## config.mk

```make
export PLATFORM = sky130hd
export DESIGN_NAME = crossyroad_game_ctrl
export DESIGN_NICKNAME = d
export VERILOG_FILES = /design/src/rtl/crossyroad_game_ctrl.sv
export SDC_FILE = /design/constraint.sdc
export NUM_CORES = 1
export LEC_CHECK = 0
export ABC_CLOCK_PERIOD_IN_PS = 4800
export CAP_MARGIN = 20
export CORE_MARGIN = 5
export CORE_UTILIZATION = 40
export DETAILED_ROUTE_END_ITERATION = 12
export PLACE_DENSITY = 0.71
export SETUP_SLACK_MARGIN = 0.05
export SLEW_MARGIN = 20
export SYNTH_ARGS = -nofsm -noshare
export SYNTH_HDL_FRONTEND = slang
export SYNTH_SLANG_ARGS = --single-unit
```

## constraint.sdc

```tcl
create_clock -name clk -period 4.8 [get_ports clk]
set_input_delay 0.96 -clock clk [delete_from_list [all_inputs] [get_ports clk]]
set_output_delay 0.96 -clock clk [all_outputs]
set_load 0.1 [all_outputs]
```

## src/rtl/crossyroad_game_ctrl.sv

```systemverilog
// ----------------------------------------------------------------------------
// crossyroad_game_ctrl : frame-synchronous game-flow sequencer (state, position,
// score, world scroll) between player buttons and the VGA renderer. Rev 1.0
// ----------------------------------------------------------------------------
`default_nettype none

module crossyroad_game_ctrl #(
  parameter int GRID_W        = 16,
  parameter int GRID_H        = 12,
  parameter int ROW_LIMIT     = 5,
  parameter int MOVE_COOLDOWN = 8,
  parameter int DEATH_FRAMES  = 60
) (
  input  logic       clk,
  input  logic       sys_rst,
  input  logic       frame_tick,
  input  logic [3:0] move,
  input  logic       collision,
  output logic [1:0] state,
  output logic [3:0] player_x,
  output logic [3:0] player_y,
  output logic [7:0] score,
  output logic       scroll,
  output logic       blink
);

  localparam int CD_W = (MOVE_COOLDOWN > 1) ? $clog2(MOVE_COOLDOWN) : 1;
  localparam int DC_W = (DEATH_FRAMES > 1) ? $clog2(DEATH_FRAMES) : 1;

  localparam logic [3:0]      c_x_home  = 4'(GRID_W / 2);
  localparam logic [3:0]      c_y_home  = 4'(GRID_H - 1);
  localparam logic [3:0]      c_x_max   = 4'(GRID_W - 1);
  localparam logic [3:0]      c_y_max   = 4'(GRID_H - 1);
  localparam logic [3:0]      c_y_limit = 4'(ROW_LIMIT);
  localparam logic [CD_W-1:0] c_cd_load = CD_W'(MOVE_COOLDOWN - 1);
  localparam logic [DC_W-1:0] c_dc_load = DC_W'(DEATH_FRAMES - 1);

  localparam logic [1:0] c_dir_up    = 2'd0;
  localparam logic [1:0] c_dir_down  = 2'd1;
  localparam logic [1:0] c_dir_left  = 2'd2;
  localparam logic [1:0] c_dir_right = 2'd3;

  typedef enum logic [1:0] {
    S_IDLE  = 2'b00,
    S_PLAY  = 2'b01,
    S_DYING = 2'b10,
    S_OVER  = 2'b11
  } state_t;

  state_t          r_state, w_state_nxt;
  logic [3:0]      r_move_q, w_rise;
  logic            r_pend, r_coll, w_coll;
  logic [1:0]      r_dir, w_rise_dir;
  logic [3:0]      r_x, r_y, w_x_nxt, w_y_nxt;
  logic [7:0]      r_score, w_score_nxt;
  logic            r_scroll, w_scroll_nxt;
  logic [CD_W-1:0] r_cd, w_cd_nxt;
  logic [DC_W-1:0] r_dc, w_dc_nxt;

  always_comb begin
    w_rise     = move & ~r_move_q;
    w_rise_dir = w_rise[3] ? c_dir_up   :
                 w_rise[2] ? c_dir_down :
                 w_rise[1] ? c_dir_left : c_dir_right;
    // A collision on the tick cycle itself still counts for this frame.
    w_coll     = r_coll | ((r_state == S_PLAY) & collision);
  end

  always_comb begin
    w_state_nxt  = r_state;
    w_x_nxt      = r_x;
    w_y_nxt      = r_y;
    w_score_nxt  = r_score;
    w_cd_nxt     = r_cd;
    w_dc_nxt     = r_dc;
    w_scroll_nxt = 1'b0;
    if (frame_tick) begin
      case (r_state)
        S_IDLE: if (r_pend) begin
          w_state_nxt = S_PLAY;
          w_cd_nxt    = '0;
        end
        S_PLAY: begin
          if (w_coll) begin
            w_state_nxt = S_DYING;
            w_dc_nxt    = c_dc_load;
          end else if (r_cd != '0) begin
            w_cd_nxt = r_cd - 1'b1;
          end else if (r_pend) begin
            case (r_dir)
              c_dir_up: begin
                w_score_nxt = (r_score == 8'hFF) ? r_score : r_score + 8'd1;
                w_cd_nxt    = c_cd_load;
                if (r_y > c_y_limit) w_y_nxt = r_y - 4'd1;
                else                 w_scroll_nxt = 1'b1;
              end
              c_dir_down: if (r_y < c_y_max) begin
                w_y_nxt  = r_y + 4'd1;
                w_cd_nxt = c_cd_load;
              end
              c_dir_left: if (r_x > 4'd0) begin
                w_x_nxt  = r_x - 4'd1;
                w_cd_nxt = c_cd_load;
              end
              default: if (r_x < c_x_max) begin
                w_x_nxt  = r_x + 4'd1;
                w_cd_nxt = c_cd_load;
              end
            endcase
          end
        end
        S_DYING: begin
          if (r_dc == '0) w_state_nxt = S_OVER;
          else            w_dc_nxt    = r_dc - 1'b1;
        end
        default: if (r_pend) begin
          w_state_nxt = S_IDLE;
          w_x_nxt     = c_x_home;
          w_y_nxt     = c_y_home;
          w_score_nxt = 8'd0;
        end
      endcase
    end
  end

  always_ff @(posedge clk) begin
    if (sys_rst) begin
      r_state  <= S_IDLE;
      r_move_q <= 4'd0;
      r_pend   <= 1'b0;
      r_dir    <= c_dir_up;
      r_coll   <= 1'b0;
      r_x      <= c_x_home;
      r_y      <= c_y_home;
      r_score  <= 8'd0;
      r_scroll <= 1'b0;
      r_cd     <= '0;
      r_dc     <= '0;
    end else begin
      r_state  <= w_state_nxt;
      r_move_q <= move;
      r_x      <= w_x_nxt;
      r_y      <= w_y_nxt;
      r_score  <= w_score_nxt;
      r_scroll <= w_scroll_nxt;
      r_cd     <= w_cd_nxt;
      r_dc     <= w_dc_nxt;
      // An edge arriving with the tick is kept for the next frame.
      if (frame_tick) begin
        r_pend <= |w_rise;
        r_dir  <= w_rise_dir;
      end else if (!r_pend && |w_rise) begin
        r_pend <= 1'b1;
        r_dir  <= w_rise_dir;
      end
      if (frame_tick)                              r_coll <= 1'b0;
      else if ((r_state == S_PLAY) && collision)   r_coll <= 1'b1;
    end
  end

  assign state    = r_state;
  assign player_x = r_x;
  assign player_y = r_y;
  assign score    = r_score;
  assign scroll   = r_scroll;
  assign blink    = (r_state == S_DYING) & r_dc[2];

endmodule

`default_nettype wire

```

==> out/metrics.csv <==
metric;value;unit
Cell Area, Synth;2140;µm²
hold buffers post-CTS;0;
GPL Wtd Cong;0.7868;
Mapped Cells;248;
status;finished, final reports clean;
Vias;1773;
DR WL/cell;12.59;µm
Nets;298;
clock period minus worst slack;3.249;ns
DRT iter0 DRCs;86;
global-route wire length before repair;7783;µm
Die H;83.14;µm
total internal power;0.4789;mW
Top Ports;28;
crit end category;output port;
area added between synthesis and finish;20.06;%
Comb pwr share;19.4;%
Final Setup Violations;0;
Critical Path Source Type;register;
number of synthesized flops with an enable pin;0;
Leak;0.9510;nW
Yosys reg bits;36;
CP Data Required Time;3.84;ns
most frequent cells in the layout;dfxtp_1 (36), nor2_1 (28), clkdlybuf4s50_1 (27);
# DRC;0;
CTS buffer count;5;
worst slew pin tran;0.9827;ns
GRT Residual Overflow;0;
Reg power frac;47.9;%
sequential fraction of the synthesis area;33.68;%
Max Transition Viols Final;0;
Routed Antenna Nets;0;
Yosys cell types;51;
total track usage;13.23;%
Final Cycle Share;67.70;%
dpl hpwl;3176;µm
Skew-Pair Late Insertion Delay;0.29;ns
final wirelength;4355;µm
layout cell share with drive strength beyond 1;9.783;%
Worst Hold Class;reg -> reg;
clock sink count;36;
Post-Syn Nets;271;
worst clock skew;0.006793;ns
Sw Share;29.07;%
RSZ-0062 raised after global routing;no;
P_sw;0.1963;mW
Vias/cell;5.124;
ANT cells;0;
largest net degree at the start of global routing;38;
H-tree lvl count;2;
Peak VDD IR;153.8;µV
CTS tree;done;
commonest non-fill, non-tap cell in the layout;dfxtp_1;
antenna violations before repair;0;
Total Power;0.6752;mW
worst-path fanout max;7;
clock power share;32.7;%
critical path arrival;2.29;ns
Fin. Hold Viols;0;
Post-CTS Setup Bufs;0;
top_reg_cell synth;dfxtp_1;
maxcap violations;0;
Initial Util;41.63;%
Die Footprint;6911;µm²
Pwr Density;262.9;nW/µm²
IO Port Bufs;27;
Syn. warnings;0;
die width;83.14;µm
CP Class;reg -> out;
fraction of registers with async set or reset after synthesis;0;%
Reg clk slew, reported paths;0.07;ns
CTS Root Cell;clkbuf_8;
relative slew slack;34.28;%
Clock Path Buffers;2;
Post-CTS Resized;0;
Core Box Area;5140;µm²
first-pass detailed-route iteration total;4;
Syn Area/Cell;8.627;µm²
Rows;26;
setup TNS;0;ns
Peak Freq;307.8;MHz
vias in the first global route;1714;
worst paths after layout:
| check | from | end | slack, ns | cells after the start |
|---|---|---|---|---|
| setup / recovery | state[0] | blink | 1.55 | 4 |
| hold / removal | r_dc[0] | r_dc[0] | 0.52 | 2 |
| setup reg to reg | r_dir[1] | player_x[3] | 2.63 | 8 |
| hold reg to reg | r_dc[0] | r_dc[0] | 0.52 | 2 |
cells in the mapped netlist (3+ instances only):
cell,n,share of area (%)
nor2_1,28,4.9
nand4_1,6,1.8
inv_1,14,2.5
o21ai_0,5,1.2
o211ai_1,3,1.1
ha_1,13,7.6
or3_1,3,0.88
nor2b_1,5,1.5
nand2b_1,12,3.5
a211oi_1,5,1.8
xor2_1,5,2.0
nor3_1,10,2.3
dfxtp_1,36,34
nand3_1,10,2.3
mux2i_1,6,2.8
mux2_2,4,2.1
xnor2_1,9,3.7
a21o_1,4,1.4
nand2_1,12,2.1
a21oi_1,15,3.5
clkbuf_1,6,1.1
flip-flops by register name (all words and copies together) (netlist names):
register and count:
r_dc 6, r_pend 1, scroll 1, score 8, r_dir 2, r_coll 1, player_x 4, r_move_q 4
r_cd 3, state 2, player_y 4
final cells by class:
class | count | area (µm²)
repair buffers | 29 | 285.3
inverters | 14 | 52.55
flip-flops and latches | 36 | 720.7
fillers | 496 | 2571
multi-input cells | 189 | 1330
clock inverters | 2 | 10.01
well taps | 70 | 87.58
clock buffers | 6 | 82.58
logic make-up (layout without fill, tap and decap cells):
family | after synthesis | after routing | synth area share (%)
muxes | 10 | 10 | 4.912
and+or+nand+nor | 100 | 100 | 25.09
xor gates and xnor gates | 14 | 14 | 5.731
AOI/OAI and AO/OA | 50 | 50 | 16.96
DFF | 36 | 36 | 33.68
buffers and inverters | 23 | 51 | 4.151
adders and majority gates | 15 | 15 | 9.474
per-layer routing:
layer  up-vias  wire, µm  global-route usage, %  part of all wire [%]
met1       820      2154                  17.41                    49
met5         -         0                      0                     0
li1        927         -                      -                     -
met2        19      2009                  20.41                    46
met3         7       117                  3.267                   2.7
met4         0        74                  5.795                   1.7
power by group through the flow:
stage                     Clock, mW  Combinational (mW)  Sequential (mW)
after floorplan                   0              0.0938            0.337
after global placement            0               0.129            0.330
after detailed placement          0               0.131            0.330
after CTS                     0.230               0.131            0.323
after global routing          0.243               0.147            0.326
final                         0.221               0.131            0.324
through the flow:
stage / std cells / cell area [µm²] / utilization, % / setup slack, ns / hold WS [ns]
2_1_floorplan: 248 / 2140 / - / 1.704 / 0.4878
3_3_place_gp: 338 / 2476 / 48.17 / 1.908 / 0.5032
3_5_place_dp: 338 / 2476 / 48.17 / 1.856 / 0.5092
4_1_cts: 346 / 2569 / 49.98 / 1.528 / 0.5194
5_1_grt: 346 / 2569 / 49.98 / 1.431 / 0.5389
6_report: 346 / 2569 / 49.98 / 1.551 / 0.5173
critical path, stage by stage, from the launching register on:
cell and delay, ns:
dfxtp_1 0.35, inv_1 0.09, ha_1 0.28, and2_1 0.16, clkdlybuf4s50_1 1.13
No activity file was read; power rests on OpenSTA's default activity.
